`config.mk`:
```
export PLATFORM = sky130hd
export DESIGN_NAME = irq_requester
export DESIGN_NICKNAME = d
export VERILOG_FILES = /design/src/rtl/irq_pkg.sv /design/src/rtl/irq_edge_det.sv /design/src/rtl/irq_requester.sv
export SDC_FILE = /design/constraint.sdc
export NUM_CORES = 1
export LEC_CHECK = 0
export ABC_AREA = 1
export CORE_MARGIN = 2
export CORE_UTILIZATION = 55
export DETAILED_ROUTE_END_ITERATION = 6
export PLACE_DENSITY = 0.94
export RECOVER_POWER = 50
export SLEW_MARGIN = 20
export SYNTH_ARGS = -nofsm -noshare
export SYNTH_HDL_FRONTEND = slang
export SYNTH_SLANG_ARGS = --single-unit
```
`constraint.sdc`:
```
create_clock -name clk -period 2.2 [get_ports clk]
set_input_delay 0.44 -clock clk [delete_from_list [all_inputs] [get_ports clk]]
set_output_delay 0.44 -clock clk [all_outputs]
set_load 0.01 [all_outputs]
```
`src/rtl/irq_pkg.sv`:
```
`default_nettype none
// ============================================================================
//  Module   : irq_pkg
//  Purpose  : Shared constants, types and helpers for the interrupt requester.
//             Holds the line count, the register address map and a
//             highest-priority one-hot selector used by take/return logic.
//  Revision : 1.0 - initial release
// ============================================================================
package irq_pkg;

  // Number of interrupt lines; fixed at 8 for this release.
  localparam int NUM_IRQ = 8;

  // Register address map.
  localparam logic [1:0] c_ADDR_MASK       = 2'd0;
  localparam logic [1:0] c_ADDR_PENDING    = 2'd1;
  localparam logic [1:0] c_ADDR_ACTIVE     = 2'd2;
  localparam logic [1:0] c_ADDR_OVF_SWTRIG = 2'd3;

  typedef logic [NUM_IRQ-1:0] irq_vec_t;

  // Decoded effect of one register-write cycle.
  typedef struct packed {
    logic     mask_we;  // load MASK from write data
    irq_vec_t w1c;      // write-1-to-clear of pend/ovf
    irq_vec_t swtrig;   // software trigger of pend
  } cfg_wr_t;

  // One-hot of the most significant set bit (bit NUM_IRQ-1 = highest
  // priority). Returns all zeros when no bit is set.
  function automatic irq_vec_t f_highest_onehot(input irq_vec_t v);
    irq_vec_t r;
    r = '0;
    for (int i = 0; i < NUM_IRQ; i++) begin
      if (v[i]) begin
        r    = '0;
        r[i] = 1'b1;
      end
    end
    return r;
  endfunction

endpackage : irq_pkg
`default_nettype wire

```
`src/rtl/irq_edge_det.sv`:
```
`default_nettype none
// ============================================================================
//  Module   : irq_edge_det
//  Purpose  : Rising-edge detector for the peripheral event lines, with an
//             optional two-flop synchronizer in front of it.
//  Config   : IRQ_SYNC_EN - when defined, each line passes through a
//             two-flop synchronizer before edge detection.
//  Ports    : clk     - clock, all state on rising edge
//             rst     - synchronous active-high reset
//             i_level - raw event levels, one per line
//             o_pulse - one-cycle pulse per line on a detected rising edge
//  Revision : 1.0 - initial release
// ============================================================================
module irq_edge_det #(
  parameter int WIDTH = 8
) (
  input  logic             clk,
  input  logic             rst,
  input  logic [WIDTH-1:0] i_level,
  output logic [WIDTH-1:0] o_pulse
);

  logic [WIDTH-1:0] w_level;
  logic [WIDTH-1:0] r_prev;
  logic [1:0]       r_arm_cnt;
  logic             w_armed;

`ifdef IRQ_SYNC_EN
  // The history register must see the real synchronized level before any
  // edge is reported, so wait for the two sync stages plus one load.
  localparam logic [1:0] c_ARM_CYCLES = 2'd3;

  logic [WIDTH-1:0] r_sync1;
  logic [WIDTH-1:0] r_sync2;

  always_ff @(posedge clk) begin
    if (rst) begin
      r_sync1 <= '0;
      r_sync2 <= '0;
    end else begin
      r_sync1 <= i_level;
      r_sync2 <= r_sync1;
    end
  end

  assign w_level = r_sync2;
`else
  // First edge after reset only loads the history register.
  localparam logic [1:0] c_ARM_CYCLES = 2'd1;

  assign w_level = i_level;
`endif

  always_ff @(posedge clk) begin
    if (rst) begin
      r_prev    <= '0;
      r_arm_cnt <= 2'd0;
    end else begin
      r_prev <= w_level;
      if (r_arm_cnt != c_ARM_CYCLES) begin
        r_arm_cnt <= r_arm_cnt + 2'd1;
      end
    end
  end

  // Suppressing pulses until armed keeps a line that is already high when
  // reset releases from being seen as a fresh event.
  assign w_armed = (r_arm_cnt == c_ARM_CYCLES);
  assign o_pulse = w_level & ~r_prev & {WIDTH{w_armed}};

endmodule : irq_edge_det
`default_nettype wire

```
`src/rtl/irq_requester.sv`:
```
`default_nettype none
// ============================================================================
//  Module   : irq_requester
//  Purpose  : Per-line interrupt request tracking (IDLE/PENDING/ACTIVE) with
//             masking, nested take/return handling, sticky overflow flags and
//             a small register interface.
//  Config   : IRQ_SYNC_EN - adds a two-flop synchronizer on event_in
//             (inside irq_edge_det), raising event latency from 1 to 3 edges.
//  Ports    : clk        - clock
//             reset      - synchronous active-high reset
//             event_in   - peripheral event lines (rising edge = event)
//             cfg_we     - register write strobe
//             cfg_addr   - register select (0 MASK, 1 PENDING, 2 ACTIVE,
//                          3 OVF read / software-trigger write)
//             cfg_wdata  - register write data
//             cfg_rdata  - combinational register read data
//             irq_vector - pend & mask, bit 7 highest priority
//             irq_take   - core accepted highest requesting line (pulse)
//             ret        - core returned from current handler (pulse)
//  Revision : 1.0 - initial release
// ============================================================================
module irq_requester
  import irq_pkg::*;
#(
  parameter int NUM_IRQ = irq_pkg::NUM_IRQ
) (
  input  logic               clk,
  input  logic               reset,
  input  logic [NUM_IRQ-1:0] event_in,
  input  logic               cfg_we,
  input  logic [1:0]         cfg_addr,
  input  logic [NUM_IRQ-1:0] cfg_wdata,
  output logic [NUM_IRQ-1:0] cfg_rdata,
  output logic [NUM_IRQ-1:0] irq_vector,
  input  logic               irq_take,
  input  logic               ret
);

  logic [NUM_IRQ-1:0] r_pend;
  logic [NUM_IRQ-1:0] r_act;
  logic [NUM_IRQ-1:0] r_mask;
  logic [NUM_IRQ-1:0] r_ovf;

  logic [NUM_IRQ-1:0] w_edge;
  logic [NUM_IRQ-1:0] w_req;
  logic               w_take_valid;
  logic [NUM_IRQ-1:0] w_take_sel;
  logic [NUM_IRQ-1:0] w_ret_sel;
  cfg_wr_t            w_wr;
  logic [NUM_IRQ-1:0] w_pend_set;
  logic [NUM_IRQ-1:0] w_pend_clr;
  logic [NUM_IRQ-1:0] w_pend_nxt;
  logic [NUM_IRQ-1:0] w_act_nxt;
  logic [NUM_IRQ-1:0] w_ovf_nxt;

  irq_edge_det #(
    .WIDTH (NUM_IRQ)
  ) u_edge_det (
    .clk     (clk),
    .rst     (reset),
    .i_level (event_in),
    .o_pulse (w_edge)
  );

  // Request lines come only from registered state.
  assign w_req      = r_pend & r_mask;
  assign irq_vector = w_req;

  // A take with nothing requesting selects no line and changes nothing.
  assign w_take_valid = irq_take && (w_req != '0);
  assign w_take_sel   = w_take_valid ? f_highest_onehot(w_req) : '0;

  // Return retires the innermost (highest) active handler; with no active
  // line the selector is zero and the return is a no-op.
  assign w_ret_sel = ret ? f_highest_onehot(r_act) : '0;

  // Register write decode.
  assign w_wr.mask_we = cfg_we && (cfg_addr == c_ADDR_MASK);
  assign w_wr.w1c     = (cfg_we && (cfg_addr == c_ADDR_PENDING))    ? cfg_wdata : '0;
  assign w_wr.swtrig  = (cfg_we && (cfg_addr == c_ADDR_OVF_SWTRIG)) ? cfg_wdata : '0;

  // Set sources win over clear sources on the same bit, so an event that
  // coincides with a take or a W1C still leaves the line pending.
  assign w_pend_set = w_edge | w_wr.swtrig;
  assign w_pend_clr = w_wr.w1c | w_take_sel;
  assign w_pend_nxt = (r_pend & ~w_pend_clr) | w_pend_set;

  // Return is applied before take, so take+ret on the same line keeps it
  // active (the new handler replaces the retired one).
  assign w_act_nxt = (r_act & ~w_ret_sel) | w_take_sel;

  // An edge landing on an already-pending line is merged and flagged.
  assign w_ovf_nxt = (r_ovf & ~w_wr.w1c) | (w_edge & r_pend);

  always_ff @(posedge clk) begin
    if (reset) begin
      r_pend <= '0;
      r_act  <= '0;
      r_mask <= '0;
      r_ovf  <= '0;
    end else begin
      r_pend <= w_pend_nxt;
      r_act  <= w_act_nxt;
      r_ovf  <= w_ovf_nxt;
      if (w_wr.mask_we) begin
        r_mask <= cfg_wdata;
      end
    end
  end

  always_comb begin
    cfg_rdata = '0;
    case (cfg_addr)
      c_ADDR_MASK:       cfg_rdata = r_mask;
      c_ADDR_PENDING:    cfg_rdata = r_pend;
      c_ADDR_ACTIVE:     cfg_rdata = r_act;
      c_ADDR_OVF_SWTRIG: cfg_rdata = r_ovf;
      default:           cfg_rdata = '0;
    endcase
  end

endmodule : irq_requester
`default_nettype wire

```
# == Yosys cells after proc, flatten, opt, wreduce, memory -nomap -nowiden ==
# Index checks and enable logic that the tools add are counted.
# word_totals
out_inout_bits,16
elab_cells,55
reg_bits,42
# classes
add_sub_neg,1
n_eq_ne,5
bitwise_logic,16
n_reduce_logical,6
muxes,21
# ops
cell,count
$mux W8,18
$and A8 B8 Y8,7
$or A8 B8 Y8,5
$not A8 Y8,4
$pmux W8 S4,1
$reduce_bool A8 Y1,1
$eq A2 B1 Y1 const B,2
$eq A2 B2 Y1 const B,2
$logic_and A1 B1 Y1,4
$add A2 B1 Y2 const B,1
$logic_not A2 Y1,1
$mux W1,2
$ne A2 B1 Y1 const B,1

# == Depth between registers and ports, before layout ==
# Gate-level depths: netlist of the first run.
# logic_depth
ltp_word,14
mapped_depth,8
mapped_depth_nobuf,8

# == Modules after synthesis ==
# Synthesis of the first run repeated with hierarchy kept, for this count alone.
# unflattened
cells_unflattened,284
hier_area_um2,1966.9
# modules_own_cells
module,cells_per_inst,area_each_um2,seq_area_each_um2,instances
irq_requester,235,1572.8,640.6,1
irq_edge_det,49,394.1,200.2,1

# == Least setup slack after synthesis of the first run ==
# Ideal clock, no wire load.
# synth_timing
path_kind,input -> output
startpoint,in cfg_addr[1]
endpoint,out cfg_rdata[0]
t_arrival_ns,0.959
path_slack_ns,0.801
path_stages,4
path_cell_list,inv_2 nor2_1 nand2_1 nand4_1
# synth_via
elab_chain_cells,2
elab_cells_between_ends,5
cone_classes,eq/ne: 3; mux: 1; reduce/logical: 1
# synth_rtl
element,line_no,source
start: declaration,irq_requester.sv:31,"input logic [1:0] cfg_addr,"
$eq A2 B2 Y1 (tied with other cells),irq_requester.sv:113,case (cfg_addr)
$pmux W8 S4 *,irq_requester.sv:113,
end: declaration,irq_requester.sv:33,"output logic [NUM_IRQ-1:0] cfg_rdata,"
# Mark *: on every way between the ends. The rest lies on a longest branch, timed or not.

# == Worst setup path after layout of the first run ==
# layout_timing
startpoint,reg r_pend[7]
endpoint,out irq_vector[7]
# layout_via
elab_chain_cells,1
# layout_rtl
element,line_no,source
start: declaration,irq_requester.sv:39,logic [NUM_IRQ-1:0] r_pend;
start signal: assignment,irq_requester.sv:102,r_pend <= w_pend_nxt;
$and A8 B8 Y8,irq_requester.sv:66,assign w_req = r_pend & r_mask;
end: declaration,irq_requester.sv:34,"output logic [NUM_IRQ-1:0] irq_vector,"
# Every way passes these cells.

==> summary.txt, run 1 <==
Run status
  – Run status: complete, no violations

Setup path
  – Worst Path Max Fanout: 4
  – Crit path DAT: 1.55 ns
  – Critical path data required time: 1.76 ns
  – Crit path capture type: output pin
  – Worst setup path class: flip-flop to output pin
  – Crit start category: flip-flop

Pwr
  – Clock power frac: 23.3%
  – Total power: 1635 uW
  – Pleak: 0.001102 uW
  – Seq pwr share: 53.5%
  – Switching power total: 500.7 uW
  – Switching share of total power: 30.62%
  – Power density over the cells: 635.3 nW/um^2
  – Combinational share of power: 23.1%
  – Pint: 1134 uW
  – Maximum vdd drop: 0.4900 mV

Place
  – Placed insts: 368
  – RePlAce Congestion: 0.8837
  – DPL Wire Length: 3473 um
  – PortBufs: 38

Finish
  – Nets@finish: 354
  – Commonest non-fill, non-tap cell in the layout: nand2_1
  – Most frequent cells in the layout: nand2_1, dfxtp_1, a21oi_1
  – Antenna cells: 0
  – Final core occ: 75.35%
  – Area delta synth->final: 29.21%
  – Ratio of cells with drive above 1 in the final layout: 14.29%
  – Filler instances: 265
  – Layout Cells excl Fill: 375

Synthesis
  – Synthesized area: 1992 um^2
  – Post-synth EDFFs: 0
  – Main synth FF type: dfxtp_1
  – Sequential share of the synthesized area: 42.21%
  – Synthesized flop and latch total: 42
  – Post-synth top area share: 42.21%
  – Yosys warns: 0
  – Top cells by area, synth: dfxtp_1, nand2_1, a21oi_1
  – Count of cell types in the netlist: 24
  – FFs w/ async S/R, synth: 0%
  – Syn Area/Cell: 7.139 um^2
  – Syn Nets: 303
  – Biggest area consumer among synthesized cells: dfxtp_1
  – Synthesized instance count: 279

Flow run
  – Max_cap viols: 0

Global route
  – Vias in the first global route: 1845
  – Grt total ovfl: 0
  – Total track usage: 26.79%
  – First-pass GRT wire length: 8480 um
  – Pin count of the biggest net entering global routing: 43
  – Initial antenna violation count: 0

Timing
  – Fin crit period: 1.991 ns
  – Max-slew violation count: 0
  – Worst-Margin Slew: 0.9154 ns
  – Final setup fails: 0
  – Setup Skew: 0.01043 ns
  – Peak Freq: 502.3 MHz
  – Rel. slew slack: 38.97%
  – Final TNS setup: 0 ns
  – Count of final hold-check violations: 0
  – RSZ-0062 raised after global routing: no
  – Final Cycle Share: 90.50%

Floorplan
  – Standard-cell row count: 21
  – I/O pins: 39
  – Die width: 64.18 um
  – Full die area: 4119 um^2
  – Core area: 3416 um^2
  – Chip Height: 64.18 um
  – Initial Utilization: 58.32%

Routing
  – Final WL: 5063 um
  – Final ANT Viol Nets: 0
  – Starting DRC count in detailed routing: 161
  – Routed vias: 2007
  – Detailed Routing Iterations Pass 1: 5
  – Vias/cell: 5.352
  – # DRC: 0
  – WL per Instance: 13.50 um

Clock network
  – Clock Latency Late Sink: 0.36 ns
  – Clk root buf: clkbuf_4
  – Clk buf depth: 2
  – H-tree levels: 2
  – Clk slew on worst S/H paths: 0.12 ns
  – Num CTS Buffers: 5
  – Clock sink count: 42
  – CTS tree: done

Worst hold path
  – Hold Crit Class: flip-flop to flip-flop
cell families after synthesis:
kind of cell | after synthesis | synth area share [%]
XOR/XNOR | 1 | 0.4398
AND/OR/NAND/NOR | 155 | 37.25
buffers and inverters | 35 | 6.658
flip-flops | 42 | 42.21
AO/OA/AOI/OAI | 45 | 12.81
adder cells (fa/ha/maj) | 1 | 0.6280
flip-flops by register name, summed over array words and instances, names as in the netlist:
signal / cells
r_ovf: 8
u_edge_det.r_prev: 8
r_pend: 8
r_act: 8
u_edge_det.r_arm_cnt: 2
r_mask: 8
worst max-delay path: stages (launching register included):
cell             delay, ns
dfxtp_1               0.43
nand2_2               0.11
inv_1                 0.11
clkdlybuf4s50_1       0.54
layout make-up:
cell class	count	area, um^2	share of cell area [%]
sequential	42	840.8	32.67
tap	46	57.56	2.236
timing repair buffer	49	493.0	19.15
inverter	30	112.6	4.375
multi-input combinational	202	1018	39.57
clock buffer	6	51.30	1.993
Yosys cell counts, types with 2 or more instances:
| master | number |
|---|---|
| nand4_1 | 12 |
| a21oi_1 | 34 |
| nor3_1 | 10 |
| nand2_4 | 3 |
| or2_2 | 2 |
| nor2_1 | 18 |
| inv_2 | 3 |
| nand2_2 | 7 |
| a21oi_2 | 5 |
| o21ai_0 | 2 |
| nor2_4 | 4 |
| nand3_1 | 7 |
| dfxtp_1 | 42 |
| inv_1 | 27 |
| nand3_2 | 5 |
| nand2_1 | 86 |
| o21bai_1 | 2 |
| clkbuf_1 | 4 |
metal layers:
metal | routed length (um) | track usage (%) | share of wire, %
met4 | 53 | 5.851 | 1.0
met1 | 2199 | 36.05 | 43
met3 | 390 | 6.514 | 7.7
met2 | 2421 | 43.62 | 48
met5 | 0 | 0 | 0
repair_timing:
action                     4_1_cts  5_1_grt
hold buffers                     0        0
pin swaps                        1        0
resized for setup                8        2
setup endpoints to repair        8        8
setup buffers                    1        0
power by group through the flow:
stage / sequential, uW / clock, uW / combinational (uW)
final: 875 / 382 / 378
after global routing: 884 / 433 / 423
after CTS: 873 / 384 / 380
after detailed placement: 890 / 0 / 380
after global placement: 887 / 0 / 371
after floorplan: 880 / 0 / 233
through the flow:
step / instance area [um^2] / worst slack (ns) / hold WS (ns)
finish: 2574 / 0.2091 / 0.4677
global route: 2574 / 0.1159 / 0.5026
CTS: 2571 / 0.0002167 / 0.4693
detailed placement: 2510 / -0.3187 / 0.4520
global placement: 2510 / -0.2817 / 0.4477
floorplan: 1992 / 0.8013 / 0.4391
final timing paths:
check	from	to	slack, ns	cells past startpoint
setup / recovery	r_pend[7]$_SDFF_PP0_	irq_vector[7]	0.21	3
hold / removal	r_ovf[2]$_SDFF_PP0_	r_ovf[2]$_SDFF_PP0_	0.47	2
setup reg to reg	u_edge_det.r_arm_cnt[0]$_SDFFE_PP0P_	r_pend[3]$_SDFF_PP0_	0.85	5
hold reg to reg	r_ovf[2]$_SDFF_PP0_	r_ovf[2]$_SDFF_PP0_	0.47	2
(Power assumes the default switching activity.)
==> inputs of run 2 (changes only) <==
CORE_ASPECT_RATIO = 1.5   (was unset)
==> run 2 against run 1 <==
Net effect:
- critical path depth grew 4
- via count is 1.5% higher
- die area increased by 0.24%
- worst hold slack worse by 0.0050 ns
- clock skew shrank 0.0018 ns
- largest power group unchanged
- clock-buffer cell count up 1
- global-route usage up 1.7 points
==> summary.txt, run 2 (same netlist as run 1, synthesis figures left out) <==
Worst hold path
  – Hold path start: r_ovf[2]$_SDFF_PP0_
  – Cell depth of the worst min-delay path: 2
  – WHS Endpoint: r_ovf[2]$_SDFF_PP0_
  – Hold Crit Class: flip-flop to flip-flop

Timing
  – RSZ-0062 raised after global routing: no
  – Setup Skew: 0.008662 ns
  – Final Cycle Share: 90.69%
  – Worst-Margin Slew: 0.8387 ns
  – Count of final hold-check violations: 0
  – Fin crit period: 1.995 ns
  – Final setup fails: 0
  – Peak Freq: 501.2 MHz
  – Final WS setup: 0.2048 ns
  – Rel. slew slack: 44.09%
  – Final TNS setup: 0 ns
  – Max-slew violation count: 0

Clock network
  – Num CTS Buffers: 5
  – Clk slew on worst S/H paths: 0.07 ns
  – Clock sink count: 42
  – Clk buf depth: 2
  – # hold bufs at CTS: 0
  – Clock Latency Late Sink: 0.30 ns
  – H-tree levels: 2
  – Clk root buf: clkbuf_8
  – CTS tree: done

Setup path
  – Worst R2R Path Depth: 6
  – Capture point of the worst reg-to-reg path: r_pend[5]$_SDFF_PP0_
  – CP bufs+invs: 4
  – Critical path data required time: 1.76 ns
  – Crit-path slowest cell: dlygate4sd2_1
  – Crit path capture type: output pin
  – Crit start category: primary input
  – Worst setup path class: primary input to output pin
  – CP cell instances: dlygate4sd2_1, buf_4, nor2_4, buf_4, nand2_1, nand4_1, dlygate4sd2_1
  – Critical path startpoint: cfg_addr[0]
  – Worst r2r src: u_edge_det.r_arm_cnt[1]$_SDFFE_PP0P_
  – Crit-path max cell delay: 0.27 ns
  – R2r setup slk: 0.87 ns
  – Cell family with most CP delay: buffers and inverters
  – Crit path DAT: 1.56 ns
  – Worst Path Max Fanout: 4

Finish
  – Nets@finish: 357
  – Layout Cells excl Fill: 376
  – Commonest non-fill, non-tap cell in the layout: nand2_1
  – Area delta synth->final: 29.52%
  – Ratio of cells with drive above 1 in the final layout: 14.67%
  – Antenna cells: 0
  – Most frequent cells in the layout: nand2_1, dfxtp_1, a21oi_1

Routing
  – # DRC: 0
  – Final WL: 5104 um
  – Final ANT Viol Nets: 0
  – WL per Instance: 13.57 um
  – Vias/cell: 5.418
  – Routed vias: 2037
  – Detailed Routing Iterations Pass 1: 4
  – Starting DRC count in detailed routing: 78

Flow run
  – Max_cap viols: 0

Place
  – RePlAce Congestion: 0.8987
  – Placed insts: 364
  – PortBufs: 38
  – DPL Wire Length: 3517 um
  – Pre-CTS WS: -0.3022 ns

Floorplan
  – Core area: 3448 um^2
  – Die width: 53.14 um
  – Standard-cell row count: 26
  – Chip Height: 77.71 um
  – Full die area: 4129 um^2
  – Initial Utilization: 57.76%
  – I/O pins: 39

Run status
  – Run status: complete, no violations

Global route
  – Grt total ovfl: 0
  – Total track usage: 28.46%
  – First-pass GRT wire length: 8549 um
  – Initial antenna violation count: 0
  – Vias in the first global route: 1929
  – Pin count of the biggest net entering global routing: 43

Pwr
  – Total power: 1757 uW
  – Maximum vdd drop: 0.6305 mV
  – Power density over the cells: 681.2 nW/um^2
  – Pleak: 0.001109 uW
[run 2: cell count changes in the layout (fill, tap and decap cells not counted), moves of 2 or more]
cell / previous run / this run
a21oi_1: 34 / 36
a21oi_2: 5 / 3
buf_12: 3 / 0
buf_4: 7 / 13
clkbuf_4: 5 / 0
clkbuf_8: 1 / 6
dlymetal6s2s_1: 2 / 0
[run 2: report_power, final]
| group | leakage, uW | internal [uW] | switching (uW) |
|---|---|---|---|
| logic | 0.000718 | 159 | 206 |
| clock network | 0.0000482 | 253 | 263 |
| registers | 0.000343 | 825 | 51.8 |
| total | 0.00111 | 1240 | 521 |
[run 2: worst max path at each step]
| stage | end | cells after the start | slack [ns] |
|---|---|---|---|
| finish | cfg_rdata[3] | 7 | 0.20 |
| floorplan | cfg_rdata[0] | 4 | 0.80 |
| global placement | cfg_rdata[3] | 6 | -0.29 |
| detailed placement | cfg_rdata[3] | 6 | -0.30 |
| CTS | cfg_rdata[3] | 7 | 0.22 |
| global route | cfg_rdata[3] | 7 | 0.13 |
[run 2: area by class of cell]
type / count / area [um^2]
clock inverter: 1 / 5.005
inverter: 30 / 112.6
fill: 281 / 868.3
multi-input combinational: 202 / 1011
tap: 42 / 52.55
sequential: 42 / 840.8
timing repair buffer: 52 / 471.7
clock buffer: 7 / 86.33
[run 2: tightest hold or removal path, stage by stage, from the launching register on]
cell     delay, ns
dfxtp_1       0.31
nand2_1       0.06
a21oi_1       0.05
[run 2: metal layers]
metal	track usage (%)	part of all wire, %	vias up
met1	32.07	41	939
met3	6.538	4.2	19
met5	0	0	-
met2	46.13	50	60
li1	-	-	1019
met4	18.72	4.3	0
[run 2: through the flow]
step	instance area [um^2]	hold slack [ns]	utilization, %
4_1_cts	2590	0.4651	75.11
3_5_place_dp	2480	0.4566	71.92
2_1_floorplan	1992	0.4391	-
3_3_place_gp	2480	0.4490	71.92
5_1_grt	2580	0.4907	74.82
6_report	2580	0.4627	74.82
[run 2: what timing repair did]
| item | 4_1_cts | 5_1_grt |
|---|---|---|
| setup buffers | 4 | 0 |
| endpoints found under the hold margin | 0 | 0 |
| endpoints found under the setup margin | 8 | 0 |
| resized for setup | 12 | 0 |
